--- src/rtl/vga_pkg.sv ---
// vga_pkg: shared widths, lock FSM encoding and CRC-16-CCITT constants for the VGA capture path
package vga_pkg;
  localparam int X_W = 11;
  localparam int Y_W = 10;
  localparam int RGB_W = 12;
  localparam logic [X_W-1:0] X_MAX = '1;
  localparam logic [Y_W-1:0] Y_MAX = '1;
  localparam logic [15:0] CRC_POLY = 16'h1021;
  localparam logic [15:0] CRC_INIT = 16'hFFFF;
  typedef enum logic [1:0] {SEARCH, VERIFY, LOCKED} lock_t;
endpackage

--- src/rtl/vga_crc16.sv ---
// vga_crc16: CRC-16-CCITT register absorbing one 12-bit pixel MSB-first per enabled cycle
module vga_crc16 import vga_pkg::*; (
  input  logic             clk,
  input  logic             rst,
  input  logic             init,
  input  logic             en,
  input  logic [RGB_W-1:0] data,
  output logic [15:0]      crc
);
  logic [15:0] nxt;
  always_comb begin
    nxt = crc;
    for (int i = RGB_W - 1; i >= 0; i--)
      nxt = {nxt[14:0], 1'b0} ^ ((nxt[15] ^ data[i]) ? CRC_POLY : 16'h0000);
  end
  always_ff @(posedge clk or posedge rst)
    if (rst) crc <= CRC_INIT;
    else crc <= init ? CRC_INIT : en ? nxt : crc;
endmodule

--- src/rtl/vga_capture.sv ---
// vga_capture: pixel capture, line/frame measurement and SEARCH/VERIFY/LOCKED lock tracking
// Define VGA_CAPTURE_CRC_EN to add a per-frame CRC-16-CCITT on frame_crc/crc_valid.
module vga_capture import vga_pkg::*; #(
  parameter int   H_ACTIVE = 640,
  parameter int   V_ACTIVE = 480,
  parameter logic SYNC_POL = 1'b0
) (
  input  logic             reset,
  input  logic             clk_dot,
  input  logic [RGB_W-1:0] vga_pixel_rgb,
  input  logic             vga_active,
  input  logic             vga_hsync,
  input  logic             vga_vsync,
  output logic             pix_valid,
  output logic [X_W-1:0]   pix_x,
  output logic [Y_W-1:0]   pix_y,
  output logic [RGB_W-1:0] pix_rgb,
  output logic             frame_start,
  output logic [X_W-1:0]   meas_h,
  output logic [Y_W-1:0]   meas_v,
  output logic             locked,
  output logic             lock_err,
  output logic [15:0]      frame_crc,
  output logic             crc_valid
);
  logic [RGB_W-1:0] s1_rgb, s2_rgb;
  logic s1_act, s2_act, s1_hs, s2_hs, s1_vs, s2_vs;
  logic [X_W-1:0] col, width;
  logic [Y_W-1:0] row;
  logic skip, flag, rise, fall, hs_edge, vs_edge, line_end, line_bad;
  lock_t state, next_state;
  assign rise = s1_act & ~s2_act;
  assign fall = s2_act & ~s1_act;
  assign hs_edge = s1_hs & ~s2_hs;
  assign vs_edge = s1_vs & ~s2_vs;
  assign line_end = fall & ~skip;
  assign width = (col == X_MAX) ? col : col + 1'b1;
  assign line_bad = (line_end & (width != X_W'(H_ACTIVE))) | (hs_edge & s1_act);
  // col is the column of the pixel currently held in S2; skip marks a line cut by vsync
  always_ff @(posedge clk_dot or posedge reset)
    if (reset) begin
      {s1_rgb, s1_act, s1_hs, s1_vs, s2_rgb, s2_act, s2_hs, s2_vs} <= '0;
      {col, row, skip, flag, meas_h, meas_v} <= '0;
      {pix_valid, pix_x, pix_y, pix_rgb, frame_start} <= '0;
    end else begin
      s1_rgb <= vga_pixel_rgb;
      s1_act <= vga_active;
      s1_hs <= vga_hsync ~^ SYNC_POL;
      s1_vs <= vga_vsync ~^ SYNC_POL;
      {s2_rgb, s2_act, s2_hs, s2_vs} <= {s1_rgb, s1_act, s1_hs, s1_vs};
      col <= (rise | vs_edge) ? '0 : (s2_act && col != X_MAX) ? col + 1'b1 : col;
      skip <= vs_edge ? s2_act : rise ? 1'b0 : skip;
      row <= vs_edge ? '0 : (line_end && row != Y_MAX) ? row + 1'b1 : row;
      flag <= vs_edge ? 1'b0 : flag | line_bad;
      meas_h <= line_end ? width : meas_h;
      meas_v <= vs_edge ? row : meas_v;
      pix_valid <= s2_act;
      pix_x <= col;
      pix_y <= vs_edge ? '0 : row;
      pix_rgb <= s2_rgb;
      frame_start <= vs_edge;
    end
  always_ff @(posedge clk_dot or posedge reset)
    if (reset) begin
      state <= SEARCH;
      lock_err <= 1'b0;
    end else begin
      state <= next_state;
      lock_err <= (state == LOCKED) && (next_state == SEARCH);
    end
  always_comb
    next_state = (state == SEARCH) ? (vs_edge ? VERIFY : SEARCH)
               : (state == VERIFY) ? ((vs_edge && !flag && !line_bad && row == Y_W'(V_ACTIVE)) ? LOCKED : VERIFY)
               : (line_bad || (vs_edge && row != Y_W'(V_ACTIVE))) ? SEARCH : LOCKED;
  always_comb locked = state == LOCKED;
`ifdef VGA_CAPTURE_CRC_EN
  logic [15:0] crc;
  vga_crc16 u_crc (
    .clk(clk_dot),
    .rst(reset),
    .init(vs_edge),
    .en(s2_act),
    .data(s2_rgb),
    .crc(crc)
  );
  always_ff @(posedge clk_dot or posedge reset)
    if (reset) begin
      frame_crc <= '0;
      crc_valid <= 1'b0;
    end else begin
      frame_crc <= vs_edge ? crc : frame_crc;
      crc_valid <= vs_edge;
    end
`else
  assign frame_crc = '0;
  assign crc_valid = 1'b0;
`endif
endmodule

--- config.mk ---
export PLATFORM = sky130hd
export DESIGN_NAME = vga_capture
export DESIGN_NICKNAME = d
export VERILOG_FILES = /design/src/rtl/vga_pkg.sv /design/src/rtl/vga_crc16.sv /design/src/rtl/vga_capture.sv
export SDC_FILE = /design/constraint.sdc
export NUM_CORES = 1
export LEC_CHECK = 0
export CAP_MARGIN = 5
export CORE_MARGIN = 5
export CORE_UTILIZATION = 50
export CTS_BUF_LIST = sky130_fd_sc_hd__clkbuf_8
export CTS_CLUSTER_SIZE = 12
export DETAILED_ROUTE_END_ITERATION = 8
export HOLD_SLACK_MARGIN = 0.12
export PLACE_DENSITY_LB_ADDON = 0.1
export SKIP_CTS_REPAIR_TIMING = 1
export SYNTH_ARGS = -nofsm -noshare
export SYNTH_HDL_FRONTEND = slang
export SYNTH_HIERARCHICAL = 1
export SYNTH_SLANG_ARGS = --single-unit
--- constraint.sdc ---
create_clock -name clk_dot -period 4.23 [get_ports clk_dot]
set_input_delay 0.423 -clock clk_dot [delete_from_list [all_inputs] [get_ports clk_dot]]
set_output_delay 0.423 -clock clk_dot [all_outputs]
set_load 0.02 [all_outputs]
* Word-level counts from Yosys, hierarchy flattened *
Cells that the tools add are included.

storage, ports and cells
  register bits = 112
  input port bits = 17
  output and inout bits = 75

cells by class
  mux-type cells = 14
  equality and inequality tests = 8
  bitwise logic cells = 17
  $add $sub $neg = 2
  reduce and logical (&&, ||, !) cells = 15

operators by type and width
  kind                     count
  $mux W11                 3
  $mux W10                 3
  $add A11 B1 Y11 const B  1
  $eq A11 B11 Y1 const B   1
  $ne A11 B10 Y1 const B   1
  $ne A11 B11 Y1 const B   1
  $add A10 B1 Y10 const B  1
  $eq A10 B9 Y1 const B    1
  $ne A10 B10 Y1 const B   1
  $ne A10 B9 Y1 const B    1
  $mux W2                  4
  $and A1 B1 Y1            7
  $logic_and A1 B1 Y1      7
  $not A1 Y1               7
  $reduce_bool A2 Y1       3
  $logic_not A2 Y1         2
  $mux W1                  4
  $or A1 B1 Y1             3
  $eq A2 B1 Y1 const B     1
  $eq A2 B2 Y1 const B     1
  $logic_not A1 Y1         2
  $logic_or A1 B1 Y1       1

* Longest topological paths before layout *
Gate-level depths: netlist (run 1).

  word-level depth = 13
  gate-level depth with buffers = 8
  depth with buffers taken out = 6

* Worst setup path before layout (run 1) *
Ideal clock, no wire load.

  kind = reg-to-reg
  start point = register col[1]
  end point = register col[3]
  path buffers = 2
  setup slack = 2.329 ns
  library setup time = 0.078 ns
  period minus slack after synthesis = 1.901 ns
  required time = 4.152 ns
  cell stages (with the launch flop) = 8
  arrival time = 1.823 ns
  cell sequence = dfrtp_1 ha_1 buf_6 and3_1 buf_4 a41oi_4 or3b_1 a21oi_1

on the way
  longest elaborated chain between the ends = 3

RTL lines
  item                                               line               source
  start, declared                                    vga_capture.sv:28  logic [X_W-1:0] col, width;
  start signal, assigned                             vga_capture.sv:51  col <= (rise | vs_edge) ? '0 : (s2_act && col != X_MAX) ? col + 1'b1 : col;
  $add A11 B1 Y11 or $ne A11 B11 Y1 (tied branches)  vga_capture.sv:51
  $mux W11 or $logic_and A1 B1 Y1 (tied branches)    vga_capture.sv:51
  $mux W11 or $reduce_bool A2 Y1 (tied branches)     -

Parallel ways exist; a longest one is shown, timed or not. The select of a mux whose other input is x is not followed.
A chain may end at the register's enable or synchronous reset.

* Worst setup path in the final report (run 1) *
  start point = register col[0]
  end point = register col[9]

The elaborated chain is that of the path after synthesis.

==> impl_metrics.json, run 1 <==
{
  "status": "finished clean",
  "start_util_pct": 51.8,
  "final_nets": 442,
  "fin_util_pct": 62.7,
  "io_pins": 92,
  "syn_area_per_cell_um2": 12.1,
  "tritoncts_num_sinks": 112,
  "synth.distinct_cells": 54,
  "leakagePower_uw": 0.00236,
  "synth_seq_cells": 112,
  "drt_iter0_markers": 154,
  "setup.worst_path.end_class": "register",
  "clk_latency_ns": 0.36,
  "maxSlewHeadroom_pct": 32.4,
  "ir_worst_vdd_mv": 0.245,
  "place_area_um2": 5000,
  "final_area_um2": 5210,
  "fin_crit_sh_pct": 53.5,
  "vias_per_cell": 5.05,
  "hold_class": "reg -> reg",
  "p_total_uw": 2060,
  "setup-tns-final_ns": 0,
  "fin_skew_ns": 0.0103,
  "p_switching_uw": 574,
  "syn2layout_area_growth_pct": 21.1,
  "cts_tree": "done",
  "final_antenna_net_count": 0,
  "dr_total_vias": 2684,
  "synth.top_cell.area_share_pct": 65.2,
  "place_congestion": 0.920,
  "tightest_slew_ns": 1.01,
  "start_kind": "register",
  "critPathKind": "reg -> reg",
  "clock_path_buffers": 2,
  "yosysWarnings": 6,
  "p_int_uw": 1480,
  "slew_violations": 0,
  "async_flop_share_pct": 100,
  "firstDrtPassIters": 4,
  "pwr-share-seq_pct": 56.9,
  "synth_edf_count": 0,
  "netlist_area_um2": 4300,
  "num_antenna_cells": 0,
  "syn_inst": 354,
  "routed_wl_um": 8090,
  "power-per-cell-area_nw_per_um2": 395,
  "rsz0062_at_grt": "no",
  "crit_chain": "ha_1 > and3_1 > nand4_2 > o21bai_1 > a22oi_1 > nor2_1",
  "finalSetupViolCount": 0,
  "yosys_most_used_dff": "dfrtp_1",
  "synthTopCellsByArea": "dfrtp_1, buf_4, nand2_1",
  "power_frac_clock_pct": 30.5,
  "hpwl_um": 5490,
  "design.core.area_um2": 8300,
  "grt_pass1_vias": 2637,
  "fmax_ghz": 0.442,
  "crit_slowest_cell": "dfrtp_1",
  "num_rows": 33,
  "ys_seq_area_share_pct": 65.2,
  "numCtsBuffers": 9,
  "required_ns": 4.53,
  "slowest_delay_ns": 0.52,
  "drv_cap": 0,
  "drive_above_1_share_pct": 7.03,
  "grt_overflow_total": 0,
  "die-area_um2": 10600,
  "synth_area_leader_cell": "dfrtp_1",
  "p_comb_share_pct": 12.6,
  "grt_max_degree": 87,
  "fin_crit_ns": 2.26,
  "drc": 0,
  "routedWlPerCell_um": 15.2,
  "hold_viol_final": 0,
  "cp_data_arrival_time_ns": 2.57,
  "dieWidth_um": 103,
  "clk_pin_slew_worst_paths_ns": 0.11,
  "switching_share_pct": 27.9,
  "portBuffers": 74,
  "cts-root-buf": "clkbuf_8",
  "grt_pass1_wl_um": 13400,
  "antenna_found_initial": 0,
  "track_usage_pct": 16.4,
  "dieHeight_um": 103,
  "crit_path_max_fanout": 9,
  "cts_max_level": 3
}
-- synth_stat cells, types with 2 or more instances --
cell,instances
dfrtp_1,112
nand2_1,47
nor2_1,27
buf_4,24
a21oi_1,12
o21ai_0,12
inv_1,9
and2_1,7
nand3_1,7
clkbuf_1,6
nor3_1,6
xnor2_1,6
xor2_1,6
a22oi_1,4
a31oi_1,4
and3_1,4
buf_6,4
a41oi_1,3
ha_1,3
nand4_1,3
o21a_1,3
o22a_1,3
a311oi_1,2
and4_1,2
mux2i_1,2
nand2b_1,2
nand3b_1,2
nand4_2,2
nor2b_1,2
o21bai_1,2
or3_1,2
or3b_1,2
-- cell type report --
| type | count | area (µm²) |
|---|---|---|
| multi-input cells | 212 | 1260 |
| repair buffers | 77 | 763 |
| inverters | 10 | 40.0 |
| well taps | 105 | 131 |
| clock buffers | 9 | 124 |
| flip-flops and latches | 112 | 2800 |
| clock inverters | 7 | 83.8 |
| fillers | 670 | 3090 |
-- power by group through the flow --
stage	Sequential, µW	Clock [µW]	Combinational (µW)
after floorplan	1220	0	123
after global placement	1190	0	261
after detailed placement	1190	0	262
after CTS	1170	651	264
after global routing	1180	696	283
final	1170	627	259
-- worst max-delay path: cells and delay by family (launching register included) --
kind / cells / cell delay (ns)
DFF: 1 / 0.52
AOI/OAI and AO/OA: 2 / 0.49
and+or+nand+nor: 3 / 0.78
adders and majority gates: 1 / 0.41
-- worst paths after layout --
check / from / to / slack [ns] / depth (start not counted)
min in group asynchronous: reset / pix_rgb[10]$_DFF_PP0_ / 0.65 / 2
min reg2reg: s1_rgb[1]$_DFF_PP0_ / s2_rgb[1]$_DFF_PP0_ / 0.36 / 0
max in group asynchronous: reset / pix_y[0]$_DFF_PP0_ / 2.65 / 3
max: col[0]$_DFFE_PP0P_ / col[9]$_DFFE_PP0P_ / 1.97 / 6
max reg2reg: col[0]$_DFFE_PP0P_ / col[9]$_DFFE_PP0P_ / 1.97 / 6
min: s1_rgb[1]$_DFF_PP0_ / s2_rgb[1]$_DFF_PP0_ / 0.36 / 0
-- metal layers --
layer / up-vias / wire length [µm] / global-route usage [%]
met1: 1300 / 3840 / 24.0
li1: 1299 / - / -
met3: 4 / 558 / 3.79
met2: 81 / 3640 / 24.2
met5: - / 0 / 0
met4: 0 / 55 / 5.75
-- sequential cells by signal, summed over array words and instances (netlist names), 2 cells and up --
register / flops
s2_rgb: 12
meas_v: 10
col: 11
meas_h: 11
row: 10
s1_rgb: 12
pix_x: 11
pix_y: 10
state: 2
pix_rgb: 12
-- cells by family after synthesis --
group	after synthesis	share of synthesized area, %
buffers and inverters	46	6.87
adders and majority gates	3	0.873
and+or+nand+nor	121	14.1
AOI/OAI and AO/OA	56	9.69
DFF	112	65.2
muxes	3	0.728
other	1	0.0872
xor gates and xnor gates	12	2.44
-- cell usage in the layout (no fill, tap or decap), drive strengths merged, types with 4 or more instances in the layout --
cell type	Yosys	final
a31oi	4	4
inv	9	12
a21oi	12	12
nor2	27	27
nand3	8	8
nand2	47	47
conb	1	17
clkinv	1	5
xor2	6	6
clkdlybuf4s50	0	74
nor3	6	6
a41oi	4	4
o21ai	12	12
nand4	5	5
a22oi	4	4
xnor2	6	6
and2	8	8
clkbuf	7	9
dfrtp	112	112
and3	4	4
-- per-stage QoR --
stage | cells | worst slack [ns] | hold slack (ns)
2_1_floorplan | 370 | 0.848 | 0.331
3_3_place_gp | 516 | 2.05 | 0.331
3_5_place_dp | 516 | 1.99 | 0.335
4_1_cts | 532 | 1.98 | 0.359
5_1_grt | 532 | 1.77 | 0.363
6_report | 532 | 1.97 | 0.356
Power figures use the tool's default switching activity.
==> inputs of run 2 (changes only) <==
- CORE_UTILIZATION: 50 -> 47
- clock period: 4.23 -> 1.85 ns (I/O delays scaled with it)
==> run 2 against run 1 <==
Compared with the run above: the run now ends with setup timing left; register-to-register slack worse by 2.0 ns; power increased by 140%; clock skew increased by 0.0040 ns; via count is 5.3% higher; core utilization is 0.88 points lower; global-route usage up 0.18 points; first-iteration DRC count shrank 29%; critical path depth increased by 1; non-clock buffer count increased by 39; largest power group unchanged; final cell count rose by 8.5%; sequential power increased by 130%.
==> impl_metrics.json, run 2 (synthesis gave the netlist of run 1 again) <==
{
  "setup.worst_path.end_class": "register",
  "fin_crit_ns": 1.91,
  "cp_data_arrival_time_ns": 2.13,
  "dieHeight_um": 106,
  "final_nets": 481,
  "num_antenna_cells": 0,
  "hold_class": "in -> reg",
  "drc": 0,
  "hold_viol_final": 0,
  "antenna_found_initial": 0,
  "cts-root-buf": "clkbuf_8",
  "hpwl_um": 6310,
  "crit_path_max_fanout": 4,
  "setup_slack_ns": -0.0625,
  "min_path_cells": 1,
  "start_util_pct": 47.4,
  "drt_iter0_markers": 109,
  "slew_violations": 0,
  "grt_overflow_total": 0,
  "vias_per_cell": 4.90,
  "io_pins": 92,
  "drv_cap": 0,
  "clock_path_buffers": 2,
  "grt_pass1_vias": 2834,
  "power-per-cell-area_nw_per_um2": 863,
  "final_common_cell": "dfrtp_1",
  "syn2layout_area_growth_pct": 30.4,
  "hold_ws_ns": 0.245,
  "num_rows": 35,
  "fin_skew_ns": 0.0143,
  "fin_crit_sh_pct": 103,
  "place_congestion": 0.919,
  "cts_tree": "done",
  "violations": "setup timing",
  "grt_max_degree": 65,
  "start_kind": "register",
  "portBuffers": 74,
  "routed_wl_um": 8950,
  "cts_max_level": 3,
  "rr_worst_depth": 7,
  "rsz0062_at_grt": "yes",
  "startpoint": "col[0]$_DFFE_PP0P_",
  "track_usage_pct": 16.6,
  "clk_pin_slew_worst_paths_ns": 0.11,
  "critPathKind": "reg -> reg",
  "fmax_ghz": 0.523,
  "clk_latency_ns": 0.37,
  "drive_above_1_share_pct": 16.5,
  "dr_total_vias": 2826,
  "final_antenna_net_count": 0,
  "placed_cells": 559,
  "final_cell_mix": "dfrtp_1, clkdlybuf4s50_1, nand2_1, buf_4, nor2_1",
  "numCtsBuffers": 9,
  "die-area_um2": 11200,
  "finalSetupViolCount": 1,
  "routedWlPerCell_um": 15.5,
  "rr_startpoint": "col[0]$_DFFE_PP0P_",
  "hold_start": "vga_pixel_rgb[3]",
  "instances_no_fill": 577,
  "required_ns": 2.07,
  "firstDrtPassIters": 4,
  "ir_worst_vdd_mv": 0.482,
  "design.core.area_um2": 9060,
  "grt_pass1_wl_um": 14600,
  "dieWidth_um": 106,
  "tritoncts_num_sinks": 112,
  "status": "complete, but fails checks",
  "leakagePower_uw": 0.00257
}
## run 2: cell count changes in the layout (fill, tap and decap cells not counted), sizes merged
cell      delta
buf         +39
inv          -1
clkinv       -2
bufinv       +1
clkinvlp     +2
## run 2: final cells by class
cell class | count | area (µm²)
Fill cell | 732 | 3460
Clock inverter | 7 | 81.3
Inverter | 10 | 41.3
Timing Repair Buffer | 116 | 1100
Multi-Input combinational cell | 212 | 1320
Clock buffer | 9 | 124
Tap cell | 111 | 139
Sequential cell | 112 | 2800
## run 2: report_power, final
part	switching, µW	total (µW)	internal [µW]
registers	73.3	2660	2590
clock network	832	1480	646
logic	378	699	321
## run 2: worst paths after layout
kind	to	slack [ns]
max	state[0]$_DFF_PP0_	-0.06
min	s1_rgb[3]$_DFF_PP0_	0.24
max reg2reg	state[0]$_DFF_PP0_	-0.06
min reg2reg	s2_rgb[2]$_DFF_PP0_	0.35
max in group asynchronous	state[0]$_DFF_PP0_	1.28
min in group asynchronous	pix_x[9]$_DFF_PP0_	0.27
## run 2: worst max-delay path, stage by stage, from the launching register on
cell and delay (ns):
dfrtp_1 0.44, ha_4 0.26, nor4b_2 0.20, nand2_1 0.08
or3_4 0.34, o31ai_4 0.21, buf_6 0.14, a41oi_1 0.11
## run 2: per-stage QoR
step | power (µW) | instance area, µm² | utilization [%] | setup slack (ns) | TNS (ns)
finish | 4840 | 5610 | 61.8 | -0.0625 | -0.0625
global route | 5080 | 5610 | 61.8 | -0.0634 | -0.142
CTS | 4890 | 5530 | 61.0 | -0.163 | -0.482
detailed placement | 3400 | 5320 | 58.7 | -0.125 | -0.322
global placement | 3380 | 5320 | 58.7 | -0.113 | -0.343
floorplan | 3090 | 4380 | - | 0.0102 | 0
## run 2: per-layer routing
metal,vias to the layer above,part of all wire [%],GRT usage [%]
li1,1374,-,-
met1,1356,48,24.2
met2,87,45,24.6
met3,9,5.4,4.29
met4,0,1.4,4.72
met5,-,0,0
==> inputs of run 3 (changes only) <==
- CELL_PAD_IN_SITES_DETAIL_PLACEMENT: default -> 1
- CELL_PAD_IN_SITES_GLOBAL_PLACEMENT: default -> 2
- CORE_UTILIZATION: 47 -> 31
==> run 3 against run 2 <==
Compared with the run above: the flow still finishes with violations (setup timing); global-route usage fell by 3.4 points; die area rose by 46%; register-to-register slack about the same; power decreased by 1.7%; critical endpoint unchanged; critical path type unchanged; first-iteration DRC count fell by 19%; sequential share of layout area decreased by 0.38 points.
==> impl_metrics.json, run 3 (synthesis gave the netlist of run 1 again) <==
{
  "violations": "setup timing",
  "start_kind": "register",
  "crit_path_end": "state[0]$_DFF_PP0_",
  "grt_overflow_total": 0,
  "firstDrtPassIters": 4,
  "antenna_found_initial": 0,
  "setup-tns-final_ns": -0.0684,
  "multi_input_area_um2": 1300,
  "cts-root-buf": "clkbuf_8",
  "place_congestion": 0.805,
  "num_antenna_cells": 0,
  "fin_crit_sh_pct": 103,
  "fin_util_pct": 41.2,
  "routedWlPerCell_um": 15.8,
  "required_ns": 2.09,
  "power-per-cell-area_nw_per_um2": 842,
  "clock_path_buffers": 2,
  "start_util_pct": 31.3,
  "die-area_um2": 16300,
  "cp_data_arrival_time_ns": 2.15,
  "cts_max_level": 3,
  "num_rows": 43,
  "hold_class": "in -> reg",
  "fill_cells": 1501,
  "slew_violations": 0,
  "drv_cap": 0,
  "routed_wl_um": 10300,
  "finalSetupViolCount": 3,
  "ir_worst_vdd_mv": 0.310,
  "clk_pin_slew_worst_paths_ns": 0.11,
  "rsz0062_at_grt": "yes",
  "cts_tree": "done",
  "portBuffers": 74,
  "critPathKind": "reg -> reg",
  "design.core.area_um2": 13700,
  "crit_slowest_cell": "dfrtp_2",
  "startpoint": "col[1]$_DFFE_PP0P_",
  "dieHeight_um": 128,
  "drc": 0,
  "rr_startpoint": "col[1]$_DFFE_PP0P_",
  "tritoncts_num_sinks": 112,
  "final_cell_mix": "dfrtp_1, clkdlybuf4s50_1, nand2_1, buf_4, nor2_1",
  "clk_latency_ns": 0.37,
  "fmax_ghz": 0.525,
  "hpwl_um": 7510,
  "track_usage_pct": 13.2,
  "grt_max_degree": 90,
  "final_nets": 483,
  "crit_path_max_fanout": 4,
  "grt_pass1_vias": 3068,
  "io_pins": 92,
  "setup_slack_ns": -0.0545,
  "numCtsBuffers": 9,
  "status": "complete, but fails checks",
  "vias_per_cell": 4.46,
  "seq_area_um2": 2800,
  "drive_above_1_share_pct": 16.5,
  "dieWidth_um": 128,
  "slowest_delay_ns": 0.44,
  "rr_worst_depth": 6,
  "final_common_cell": "dfrtp_1",
  "grt_pass1_wl_um": 16600,
  "crit_chain": "ha_4 > nor4b_2 > nand2_1 > or3_4 > o31ai_4 > a41oi_2",
  "hold_viol_final": 0,
  "leakagePower_uw": 0.00258,
  "dr_total_vias": 2888,
  "rrSetupSlack_ns": -0.05,
  "setup.worst_path.end_class": "register",
  "fin_crit_ns": 1.90,
  "worstReg2RegEnd": "state[0]$_DFF_PP0_",
  "final_antenna_net_count": 0,
  "syn2layout_area_growth_pct": 31.4,
  "fin_skew_ns": 0.00712,
  "drt_iter0_markers": 88
}
run 3: worst min-delay path by stage:
stage                   startpoint                  end  depth (start not counted)
5_1_grt           vga_pixel_rgb[9]  s1_rgb[9]$_DFF_PP0_                          1
3_3_place_gp   s1_rgb[2]$_DFF_PP0_  s2_rgb[2]$_DFF_PP0_                          0
4_1_cts           vga_pixel_rgb[6]  s1_rgb[6]$_DFF_PP0_                          1
3_5_place_dp   s1_rgb[7]$_DFF_PP0_  s2_rgb[7]$_DFF_PP0_                          0
2_1_floorplan           vga_active     s1_act$_DFF_PP0_                          0
6_report          vga_pixel_rgb[6]  s1_rgb[6]$_DFF_PP0_                          1
run 3: metal layers:
layer	track usage [%]	share of wire [%]	vias to the layer above	routed length, µm
met5	0	0	-	0
met4	5.06	1.7	0	176
met3	2.71	4.2	11	434
met2	20.5	46	64	4730
met1	18.1	48	1444	4930
li1	-	-	1369	-
run 3: worst max-delay path, delay by kind of cell, from the launching register on:
kind	cells	cell delay [ns]
DFF	1	0.44
adders and majority gates	1	0.25
and+or+nand+nor	3	0.65
AOI/OAI and AO/OA	2	0.43
run 3: layout make-up:
| type | count | area share (%) |
|---|---|---|
| clock inverter | 6 | 0.908 |
| sequential | 112 | 49.6 |
| clock buffer | 10 | 2.44 |
| multi-input combinational | 212 | 23.1 |
| inverter | 10 | 0.731 |
| timing repair buffer | 118 | 19.2 |
| tap | 180 | 3.99 |
run 3: report_power, final:
group          total (µW)  leakage [µW]  internal [µW]  switching, µW
clock                1400     0.0000987            547            850
sequential           2660       0.00143           2590           71.5
combinational         701       0.00105            314            388
total                4760       0.00258           3450           1310
run 3: metrics by stage:
stage / power (µW) / setup slack [ns] / hold WS, ns / cells / instance area, µm²
global route: 5020 / -0.143 / 0.203 / 648 / 5650
finish: 4760 / -0.0545 / 0.236 / 648 / 5650
CTS: 4850 / -0.209 / 0.200 / 648 / 5620
global placement: 3400 / -0.116 / 0.331 / 632 / 5430
detailed placement: 3420 / -0.198 / 0.336 / 632 / 5430
floorplan: 3090 / 0.0102 / 0.216 / 370 / 4380
